===== config.mk =====
export PLATFORM = sky130hd
export DESIGN_NAME = spi_regfile_periph
export DESIGN_NICKNAME = d
export VERILOG_FILES = /design/src/rtl/spi_regfile_periph_pkg.sv /design/src/rtl/spi_sync_edge.sv /design/src/rtl/spi_regfile_periph.sv
export SDC_FILE = /design/constraint.sdc
export NUM_CORES = 1
export LEC_CHECK = 0
export CORE_MARGIN = 4
export CORE_UTILIZATION = 55
export CTS_CLUSTER_DIAMETER = 30
export DETAILED_ROUTE_END_ITERATION = 8
export HOLD_SLACK_MARGIN = 0.12
export PLACE_DENSITY_LB_ADDON = 0.08
export SLEW_MARGIN = 20
export SYNTH_ARGS = -nofsm -noshare
export SYNTH_HDL_FRONTEND = slang
export SYNTH_SLANG_ARGS = --single-unit

===== constraint.sdc =====
create_clock -name clk -period 4.7 [get_ports clk]
set_input_delay 0.47 -clock clk [delete_from_list [all_inputs] [get_ports clk]]
set_output_delay 0.47 -clock clk [all_outputs]
set_load 0.005 [all_outputs]

===== src/rtl/spi_regfile_periph_pkg.sv =====
// Shared types and helpers for the SPI register-file peripheral.
// Holds the frame FSM states, the R/W bit encodings and the frame-length derivation.
package spi_regfile_periph_pkg;

  typedef enum logic [1:0] {
    ST_IDLE = 2'd0,
    ST_ADDR = 2'd1,
    ST_DATA = 2'd2,
    ST_DONE = 2'd3
  } state_e;

  localparam logic RW_WRITE = 1'b1;
  localparam logic RW_READ  = 1'b0;

  // One R/W bit, then the address field, then the data field.
  function automatic int frame_w(input int addr_w, input int data_w);
    return 1 + addr_w + data_w;
  endfunction

endpackage


===== src/rtl/spi_sync_edge.sv =====
// Two-flop synchroniser for one asynchronous input.
// Also gives single-clk rise/fall pulses derived from the synchronised value.
module spi_sync_edge
  import spi_regfile_periph_pkg::*;
(
  input  logic clk,
  input  logic rst,
  input  logic d_i,
  output logic q_o,
  output logic rise_o,
  output logic fall_o
);

  logic meta_q;
  logic sync_q;
  logic prev_q;

  always_ff @(posedge clk) begin
    if (rst) begin
      meta_q <= 1'b0;
      sync_q <= 1'b0;
      prev_q <= 1'b0;
    end else begin
      meta_q <= d_i;
      sync_q <= meta_q;
      prev_q <= sync_q;
    end
  end

  assign q_o    = sync_q;
  assign rise_o = sync_q & ~prev_q;
  assign fall_o = ~sync_q & prev_q;

endmodule


===== src/rtl/spi_regfile_periph.sv =====
// SPI mode-0 peripheral exposing NUM_REGS writable registers.
// Frame: R/W bit, address, data (all MSB first); writes commit on nCS rise.
module spi_regfile_periph
  import spi_regfile_periph_pkg::*;
#(
  parameter int NUM_REGS = 8,
  parameter int ADDR_W   = 7,
  parameter int DATA_W   = 8
) (
  input  logic                       clk,
  input  logic                       rst,
  input  logic                       SCLK,
  input  logic                       nCS,
  input  logic                       COPI,
  output logic                       CIPO,
  output logic                       cipo_oe,
  output logic [NUM_REGS*DATA_W-1:0] regs_q,
  output logic                       wr_stb,
  output logic [ADDR_W-1:0]          wr_addr,
  output logic                       frame_err
);

  localparam int FRAME_W = frame_w(ADDR_W, DATA_W);
  localparam int CNT_W   = $clog2(FRAME_W + 2);
  localparam logic [CNT_W-1:0] CNT_ADDR_END = CNT_W'(1 + ADDR_W);
  localparam logic [CNT_W-1:0] CNT_FRAME    = CNT_W'(FRAME_W);
  localparam logic [CNT_W-1:0] CNT_OVER     = CNT_W'(FRAME_W + 1);

  logic sclk_s, sclk_rise, sclk_fall;
  logic ncs_s, ncs_rise, ncs_fall;
  logic copi_s, copi_rise, copi_fall;
  logic unused_sync;

  spi_sync_edge u_sync_sclk (
    .clk(clk), .rst(rst), .d_i(SCLK), .q_o(sclk_s), .rise_o(sclk_rise), .fall_o(sclk_fall)
  );
  spi_sync_edge u_sync_ncs (
    .clk(clk), .rst(rst), .d_i(nCS), .q_o(ncs_s), .rise_o(ncs_rise), .fall_o(ncs_fall)
  );
  spi_sync_edge u_sync_copi (
    .clk(clk), .rst(rst), .d_i(COPI), .q_o(copi_s), .rise_o(copi_rise), .fall_o(copi_fall)
  );

  assign unused_sync = ^{sclk_s, copi_rise, copi_fall};

  state_e              state_q, state_d;
  logic [CNT_W-1:0]    cnt_q, cnt_d, cnt_inc;
  logic [FRAME_W-1:0]  sr_q, sr_d, sr_shift;
  logic [DATA_W-1:0]   osr_q, osr_d;
  logic                cipo_q, cipo_d;
  logic                ovl_q, ovl_d;
  logic                wr_stb_q, wr_stb_d;
  logic                frame_err_q, frame_err_d;
  logic [ADDR_W-1:0]   wr_addr_q, wr_addr_d;
  logic [DATA_W-1:0]   rf_q [NUM_REGS];
  logic [DATA_W-1:0]   rf_d [NUM_REGS];

  logic [DATA_W-1:0]   rd_data;
  logic                fr_rw;
  logic [ADDR_W-1:0]   fr_addr;
  logic [DATA_W-1:0]   fr_data;
  logic                addr_hit;

  always_comb begin
    state_d     = state_q;
    cnt_d       = cnt_q;
    sr_d        = sr_q;
    osr_d       = osr_q;
    cipo_d      = cipo_q;
    ovl_d       = ovl_q;
    wr_stb_d    = 1'b0;
    frame_err_d = 1'b0;
    wr_addr_d   = wr_addr_q;
    rf_d        = rf_q;

    cnt_inc  = cnt_q + CNT_W'(1);
    sr_shift = {sr_q[FRAME_W-2:0], copi_s};
    fr_rw    = sr_q[FRAME_W-1];
    fr_addr  = sr_q[DATA_W +: ADDR_W];
    fr_data  = sr_q[DATA_W-1:0];

    // Read mux sees the address as it will be once the current bit lands.
    rd_data  = '0;
    addr_hit = 1'b0;
    for (int k = 0; k < NUM_REGS; k++) begin
      if (sr_shift[ADDR_W-1:0] == ADDR_W'(k)) rd_data = rf_q[k];
      if (fr_addr == ADDR_W'(k)) addr_hit = 1'b1;
    end

    if (ncs_fall) begin
      state_d = ST_ADDR;
      cnt_d   = '0;
      sr_d    = '0;
      osr_d   = '0;
      cipo_d  = 1'b0;
      ovl_d   = 1'b0;
    end else if (ncs_rise) begin
      state_d = ST_IDLE;
      cipo_d  = 1'b0;
      if (state_q != ST_IDLE) begin
        if (cnt_q != CNT_FRAME || ovl_q) begin
          frame_err_d = 1'b1;
        end else if (fr_rw == RW_WRITE && addr_hit) begin
          wr_stb_d  = 1'b1;
          wr_addr_d = fr_addr;
          for (int k = 0; k < NUM_REGS; k++) begin
            if (fr_addr == ADDR_W'(k)) rf_d[k] = fr_data;
          end
        end
      end
    end else if (!ncs_s) begin
      if (sclk_rise) begin
        case (state_q)
          ST_ADDR: begin
            sr_d  = sr_shift;
            cnt_d = cnt_inc;
            if (cnt_inc == CNT_ADDR_END) begin
              state_d = ST_DATA;
              osr_d   = (sr_shift[ADDR_W] == RW_READ) ? rd_data : '0;
            end
          end
          ST_DATA: begin
            sr_d  = sr_shift;
            cnt_d = cnt_inc;
            if (cnt_inc == CNT_FRAME) state_d = ST_DONE;
          end
          ST_DONE: begin
            ovl_d = 1'b1;
            cnt_d = CNT_OVER;
          end
          default: ;
        endcase
      end else if (sclk_fall && state_q == ST_DATA) begin
        cipo_d = osr_q[DATA_W-1];
        osr_d  = osr_q << 1;
      end
    end
  end

  always_ff @(posedge clk) begin
    if (rst) begin
      state_q     <= ST_IDLE;
      cnt_q       <= '0;
      sr_q        <= '0;
      osr_q       <= '0;
      cipo_q      <= 1'b0;
      ovl_q       <= 1'b0;
      wr_stb_q    <= 1'b0;
      frame_err_q <= 1'b0;
      wr_addr_q   <= '0;
      for (int k = 0; k < NUM_REGS; k++) rf_q[k] <= '0;
    end else begin
      state_q     <= state_d;
      cnt_q       <= cnt_d;
      sr_q        <= sr_d;
      osr_q       <= osr_d;
      cipo_q      <= cipo_d;
      ovl_q       <= ovl_d;
      wr_stb_q    <= wr_stb_d;
      frame_err_q <= frame_err_d;
      wr_addr_q   <= wr_addr_d;
      rf_q        <= rf_d;
    end
  end

  for (genvar g = 0; g < NUM_REGS; g++) begin : g_flat
    assign regs_q[g*DATA_W +: DATA_W] = rf_q[g];
  end

  assign CIPO      = cipo_q & (state_q == ST_DATA);
  assign cipo_oe   = (state_q != ST_IDLE);
  assign wr_stb    = wr_stb_q;
  assign wr_addr   = wr_addr_q;
  assign frame_err = frame_err_q;

endmodule


Yosys cells after proc, flatten, opt, wreduce, memory -nomap -nowiden --
Index checks and enable logic that the tools add are counted.
Operators by class: add/sub/neg operators 1, equality and inequality tests 27, multiplexer cells 31, bitwise gates (word level) 14, reductions and logical operators 32
Operators by type and width (count):
- $mux W8 | 13
- $eq A7 B3 Y1 const B | 8
- $reduce_and A6 Y1 | 8
- $eq A7 B2 Y1 const B | 4
- $reduce_and A5 Y1 | 4
- $eq A7 B1 Y1 const B | 2
- $logic_not A7 Y1 | 2
- $mux W1 | 14
- $reduce_and A4 Y1 | 3
- $pmux W5 S2 | 1
- $not A1 Y1 | 9
- $ne A4 B4 Y1 const B | 2
- $reduce_bool A2 Y1 | 4
- $add A5 B1 Y5 const B | 1
- $and A1 B1 Y1 | 5
- $eq A5 B4 Y1 const B | 1
- $eq A5 B5 Y1 const B | 1
- $ne A5 B5 Y1 const B | 1
- $reduce_or A5 Y1 | 1
- $eq A2 B2 Y1 const B | 2
- $mux W2 | 2
- $ne A2 B1 Y1 const B | 2
- $ne A2 B2 Y1 const B | 2
- $pmux W2 S2 | 1
- 10 further kinds | 12
Storage, ports and cells: register bits 114, logic and storage cells 131

Depth between registers and ports, before layout --
Gate-level depths: netlist (run 1).
depth after elaboration 13, mapped depth 10, gate-level depth less buffers 7

Cells and area by module --
A second synthesis (run 1) with hierarchy kept.
Unflattened totals: cells, all modules 550, area total of the unflattened synthesis 5250.0 um^2
Modules (own cells, without submodules):
- spi_regfile_periph | times used 1, cells an instance 526, area each 4976.0 um^2, sequential area each 2122.0 um^2
- spi_sync_edge | times used 3, cells an instance 8, area each 91.3 um^2, sequential area each 60.1 um^2

Worst setup path after synthesis (run 1) --
Ideal clock, no wire load.
kind register to register, from reg u_sync_ncs.sync_q (netlist: u_sync_ncs.q_o), to reg rf_q, in the netlist regs_q[63], setup time 0.128 ns, arrival 2.014 ns, setup slack 2.559 ns, stages on the path, launching flop included 9, buffers on the path 1, clock period less this slack 2.141 ns, cells stage by stage dfxtp_1 -> inv_1 -> ha_1 -> nor4b_2 -> and4_2 -> buf_2 -> nand4_2 -> mux2i_1 -> nor2_1
Between the ends: word-level cells in the longest chain between the ends 4, elaborated cells on any way between the ends 5, classes of those cells bitwise (4); reduce/logical (1)
Ends and longest elaborated chain:
- start, declared | RTL line spi_sync_edge.sv:15 | logic sync_q;
- start signal, assigned | RTL line spi_sync_edge.sv:25 | sync_q <= meta_q;
- $not A1 Y1 (no source line)
- $and A1 B1 Y1 | RTL line spi_sync_edge.sv:32 | assign fall_o = ~sync_q & prev_q;
- $not A1 Y1 (no source line)
- $reduce_and A6 Y1 (no source line) *
- end signal, assigned | RTL line spi_regfile_periph.sv:162 | rf_q <= rf_d;
- end, declared | RTL line spi_regfile_periph.sv:55 | logic [DATA_W-1:0] rf_q [NUM_REGS];
Mark *: on every way between the ends. The rest lies on a longest branch, timed or not. A chain may end at the register's enable or synchronous reset.

Worst setup path in the final report (run 1) --
from reg u_sync_ncs.sync_q (netlist: u_sync_ncs.q_o), to reg rf_q, in the netlist regs_q[9]
The elaborated chain is that of the path after synthesis.

==> metrics, run 1 <==
status finished clean; cell count after synthesis 551; Synth area leader dfxtp_1; die area 11000 um2; via density per instance 5.82; final hold violations 0; commonest non-fill, non-tap cell in the layout dfxtp_1; required time of the critical path 5.08 ns; die width 105 um; CORE AREA 9200 um2; Worst-path clk slew 0.06 ns; CP arrival between 3 and 4 ns; Slew @ Worst Pin between 1 and 1.5 ns; crit path buf inv count 1; worst-case vdd ir drop between 0.0002 and 0.00025 V; Power Dens Cells 362 nW/um2; Rows 35; RSZ-0062 raised after global routing false; share of cells above drive strength 1 0.111; Static Leakage 2.44 nW; setup TNS 0 ns; Setup CP Type register to register; cell repeated most along the worst path nor4b_2; Final Routed Wirelength roughly 13 mm; final worst slack 1.71 ns; clk_skew 0.0112 ns; Port Buffers 79; final hold slack 0.440 ns; Root Buffer clkbuf_8; CP max FO 8; First-pass DRT Iterations 5; Starting Density 0.563; post_cts resized 0; antenna violations before repair 0; DR iter-0 viols 298; hold_buf cts 0; # diodes 0; Post-Place Cell Area 5850 um2; Final ANT Viol Nets 0; fin util 0.703; CTS tree yes; Netlist cell types 49; Yosys reg bits 114; synthesized area per cell 9.39 um2; Area contributors post-synth dfxtp_1 44%, mux2i_1 15%, nor2_1 6.7%, mux2_2 3.5%, nand2_1 3.4%; Tmin final 2.99 ns; relative slew slack 0.256; maximum clock frequency about 330 MHz; Worst-Skew Late Latency 0.52 ns; final instance area 6460 um2; mapped cell area approximately 5200 um2; global route overflow 0; HP Class primary input to register; endpoint type of the worst setup path register; Finish-stage setup viols 0; Synth Net Count 565; top-area cell type share of the netlist area 0.441; setup slack at placement roughly 1.7 ns; CP max stage delay 0.97 ns; CP max stage cell nor4b_2; pin count of the biggest net entering global routing 54; routed via count between 4000 and 5000; Max Slew Vio Count 0; Detail Placement HPWL 8.80 mm; die height around 110 um; fin crit share 0.637; DRC 0; Num CTS Buffers 17; yosys warns 0; clk buf depth 2; GPL Wtd Cong roughly 0.88; most frequent cells in the layout 114 x dfxtp_1, 93 x nor2_1, 78 x clkdlybuf4s50_1; nets@finish 622; # clock sinks ~110; Worst Setup Start Kind register; Post-CTS Setup Inserts 0; Seq/Total Area, Yosys 0.441; vias in the first global route roughly 4200; CP delay by family, top simple AND/OR/NAND/NOR gates; CTS HTree Levels 4; Area Growth Syn to Fin 24.9%; max-cap viol count 0; first-pass GRT wire length 21.7 mm; WL/cell 18.3 um; IO Count 80; total track usage 0.247; critical path cell sequence inv_1 > ha_1 > nor4b_2 > nand4_4 > nor4b_2 > mux2i_1 > nor2_1
[worst reg2reg max path, cell delays in order, from the launching register on]
cell and delay, ns:
dfxtp_1 0.48, inv_1 0.11, ha_1 0.29, nor4b_2 0.39, nand4_4 0.28, nor4b_2 0.97, mux2i_1 0.28, nor2_1 0.06
[per-stage QoR]
| step | instances | power (mW) |
|---|---|---|
| after floorplan | 551 | 1.02 |
| after global placement | 700 | 1.03 |
| after detailed placement | 700 | 1.03 |
| after CTS | 731 | 2.35 |
| after global routing | 731 | 2.39 |
| final | 731 | 2.34 |
[worst paths after layout]
path / start / endpoint / slack, ns / cells after the start
worst min-delay path: rst / regs_q[38] / 0.44 / 2
worst max-delay path: u_sync_ncs.q_o / regs_q[9] / 1.71 / 7
worst max register to register: u_sync_ncs.q_o / regs_q[9] / 1.71 / 7
worst min register to register: u_sync_sclk.meta_q / u_sync_sclk.q_o / 0.44 / 1
[state kept, by name, indices dropped and copies added (netlist names)]
| name | count |
|---|---|
| u_sync_ncs.prev_q | 1 |
| osr_q | 8 |
| wr_stb | 1 |
| regs_q | 64 |
| ovl_q | 1 |
| sr_q | 16 |
| wr_addr | 7 |
| frame_err | 1 |
| u_sync_sclk.q_o | 1 |
| u_sync_sclk.meta_q | 1 |
| cipo_q | 1 |
| state_q | 2 |
| u_sync_copi.q_o | 1 |
| cnt_q | 5 |
| u_sync_sclk.prev_q | 1 |
| u_sync_copi.meta_q | 1 |
| u_sync_ncs.meta_q | 1 |
| u_sync_ncs.q_o | 1 |
[cells by family after synthesis]
family | after synthesis | synth area share
AND/OR/NAND/NOR | 207 | 0.201
flip-flops | 114 | 0.441
multiplexers | 91 | 0.180
AO/OA/AOI/OAI | 77 | 0.0921
buffers and inverters | 53 | 0.0641
adder cells (fa/ha/maj) | 9 | 0.0218
[metal layers]
| layer | GRT usage | routed length, um | vias to the layer above |
|---|---|---|---|
| met5 | 0 | 0 | - |
| met4 | 0.104 | 348 | 0 |
| met3 | 0.0661 | 893 | 32 |
| met2 | 0.383 | 6110 | 165 |
| met1 | 0.325 | 6010 | 2036 |
| li1 | - | - | 2025 |
[synthesized netlist by cell type (all sizes together)]
master / count
nor4: 2
a211oi: 3
buf: 18
nand3b: 3
or2: 4
ha: 9
nand4bb: 1
dlygate4sd1: 1
nand3: 17
nand4b: 2
nand2b: 5
a311oi: 1
mux2i: 75
a31oi: 2
a2111o: 1
nand4: 3
a41o: 1
mux2: 16
o31ai: 8
and3: 1
nor4b: 6
nor2: 93
nor2b: 9
a21oi: 33
o22ai: 8
inv: 8
and2: 9
dfxtp: 114
a221oi: 1
o221ai: 8
clkbuf: 26
and4: 1
nand2: 47
o21ai: 10
nor3: 4
a21o: 1
[where the power goes]
| part | switching [mW] | internal [mW] | leakage, nW |
|---|---|---|---|
| registers | 0.00360 | 0.970 | 0.919 |
| clock network | 0.454 | 0.874 | 0.294 |
| logic | 0.0281 | 0.0108 | 1.23 |
[area by class of cell]
class / count / area, um2
multi-input combinational: 384 / 2580
sequential: 114 / 2280
timing repair buffer: 83 / 816
tap: 111 / 139
clock buffer: 19 / 432
clock inverter: 12 / 184
fill: 718 / 2730
inverter: 8 / 30.0
No activity file was read; power rests on OpenSTA's default activity.
==> run 2: changes to the inputs <==
--- a/config.mk
+++ b/config.mk
@@ -6,7 +6,7 @@
 export NUM_CORES = 1
 export LEC_CHECK = 0
 export CORE_MARGIN = 4
-export CORE_UTILIZATION = 55
+export CORE_UTILIZATION = 54
 export CTS_CLUSTER_DIAMETER = 30
 export DETAILED_ROUTE_END_ITERATION = 8
 export HOLD_SLACK_MARGIN = 0.12
==> constraint.sdc (replaced) <==
create_clock -name clk -period 2.9 [get_ports clk]
set_input_delay 0.29 -clock clk [delete_from_list [all_inputs] [get_ports clk]]
set_output_delay 0.29 -clock clk [all_outputs]
set_load 0.005 [all_outputs]
==> run 2 against run 1 <==
Net effect: die area is 1.7% higher; sequential share of layout area down 0.16 points; flip-flop and latch count is the same; clock-buffer cell count fell by 1; clock skew down 0.0013 ns; critical endpoint is now regs_q[28]; largest cell class unchanged; highest routed layer unchanged.
==> metrics, run 2 (same netlist as run 1, synthesis figures left out) <==
CTS tree yes; RSZ-0062 raised after global routing false; commonest non-fill, non-tap cell in the layout dfxtp_1; Worst R2R Path Depth 7; required time of the critical path 3.26 ns; share of cells above drive strength 1 0.124; relative slew slack 0.497; CORE AREA 9280 um2; most frequent cells in the layout 114 x dfxtp_1, 93 x nor2_1, 78 x clkdlybuf4s50_1; Starting Density 0.558; Final Routed Wirelength 13.4 mm; Tmin final 2.50 ns; die area 11200 um2; Final ANT Viol Nets 0; Combinational Power Share 0.019; WL/cell roughly 18 um; HP Class primary input to register; CP max stage cell nor3_4; DR iter-0 viols roughly 240; CP max stage delay 0.55 ns; Finish-stage setup viols 0; status finished clean; # diodes 0; # clock sinks ~110; Static Leakage 2.44 nW; setup TNS 0 ns; routed via count 4297; nets@finish 631; Root Buffer clkbuf_8; antenna violations before repair 0; Worst-Skew Late Latency 0.51 ns; CP arrival 2.86 ns; CP max FO 8; final hold violations 0; fin crit share 0.862; switching share of power 0.231; post_cts resized 0; clk_skew a little under 0.01 ns; Worst Setup Start Kind register; final hold slack between 0.3 and 0.4 ns; DRC 0; Port Buffers 79; end of the worst hold path u_sync_copi.meta_q; First-pass DRT Iterations 5; Hold Startpoint COPI; sequential share of power 0.443; GPL Wtd Cong 0.866; fin util 0.699; maximum clock frequency 400 MHz; Worst-path clk slew 0.06 ns; Max Slew Vio Count 0; Rows 35; CTS HTree Levels 4; via density per instance around 5.7; worst-case vdd ir drop 0.000405 V; die height 106 um; Power Dens Cells 548 nW/um2; clk buf depth 2; IO Count 80; Num CTS Buffers 17; Detail Placement HPWL 8.83 mm; max reg flops 64; Pint 2.73 mW; critical path cell sequence inv_1 > ha_1 > nor4b_2 > nand4_4 > nor3_4 > mux2i_1 > nor2_1; Area Growth Syn to Fin 25.5%; r2r endpoint regs_q[28]; Hold Path Cell Cnt 2; endpoint type of the worst setup path register; max-cap viol count 0; Clk pwr share 0.538; r2r setup slk roughly 0.4 ns; Setup CP Type register to register; Slew @ Worst Pin 0.754 ns; die width 106 um; total track usage 0.245; NetSw 0.823 mW; pin count of the biggest net entering global routing 74; first-pass GRT wire length 21.9 mm; global route overflow 0; Worst R2R Start u_sync_ncs.q_o; vias in the first global route 4250
## run 2: changes by cell type in the layout (fill, tap and decap cells not counted), sizes merged
cell,delta
buf,+8
bufinv,-3
dlygate4sd3,+1
clkinvlp,+4
clkinv,-1
inv,+2
clkbuf,-1
## run 2: through the flow
stage                     cell area [um2]  total power, mW  setup WS (ns)  cells
after floorplan                      5180             1.66          0.759    551
after global placement               5930             1.67          0.529    726
after detailed placement             5930             1.68          0.419    726
after CTS                            6490             3.59          0.404    759
after global routing                 6490             3.66          0.222    759
final                                6490             3.56          0.400    759
## run 2: power by group through the flow
stage,registers (mW),clock network (mW),logic [mW]
global route,1.58,2.01,0.0721
floorplan,1.61,0,0.0531
CTS,1.58,1.94,0.0661
detailed placement,1.61,0,0.0647
global placement,1.61,0,0.0639
finish,1.58,1.92,0.0661
## run 2: worst max-delay path by stage
stage	slack, ns	cells past startpoint	end	start
after floorplan	0.76	8	regs_q[63]	u_sync_ncs.q_o
after global placement	0.53	7	regs_q[7]	u_sync_ncs.q_o
after detailed placement	0.42	7	regs_q[1]	u_sync_ncs.q_o
after CTS	0.40	7	regs_q[30]	u_sync_ncs.q_o
after global routing	0.22	7	regs_q[1]	u_sync_ncs.q_o
final	0.40	7	regs_q[28]	u_sync_ncs.q_o
## run 2: what timing repair did
| action | 4_1_cts | 5_1_grt |
|---|---|---|
| buffers inserted | 0 | 0 |
| hold buffers | 1 | 0 |
| endpoints found under the hold margin | 5 | 0 |
## run 2: layout make-up
class / instances / area (um2)
Sequential cell: 114 / 2280
Clock buffer: 18 / 418
Clock inverter: 14 / 135
Multi-Input combinational cell: 384 / 2580
Tap cell: 129 / 161
Timing Repair Buffer: 92 / 886
Inverter: 8 / 30.0
Fill cell: 730 / 2790
## run 2: metal layers
metal	track usage	routed length (um)	part of all wire	vias up
li1	-	-	-	2031
met1	0.338	6240	0.47	2085
met2	0.379	6120	0.46	162
met3	0.0613	817	0.061	19
met4	0.0759	199	0.015	0
met5	0	0	0	-
## run 2: worst max-delay path, delay by kind of cell, from the launching register on
kind / cells / cell delay (ns)
adder cells (fa/ha/maj): 1 / 0.27
AND/OR/NAND/NOR: 4 / 1.23
multiplexers: 1 / 0.29
buffers and inverters: 1 / 0.10
flip-flops: 1 / 0.46
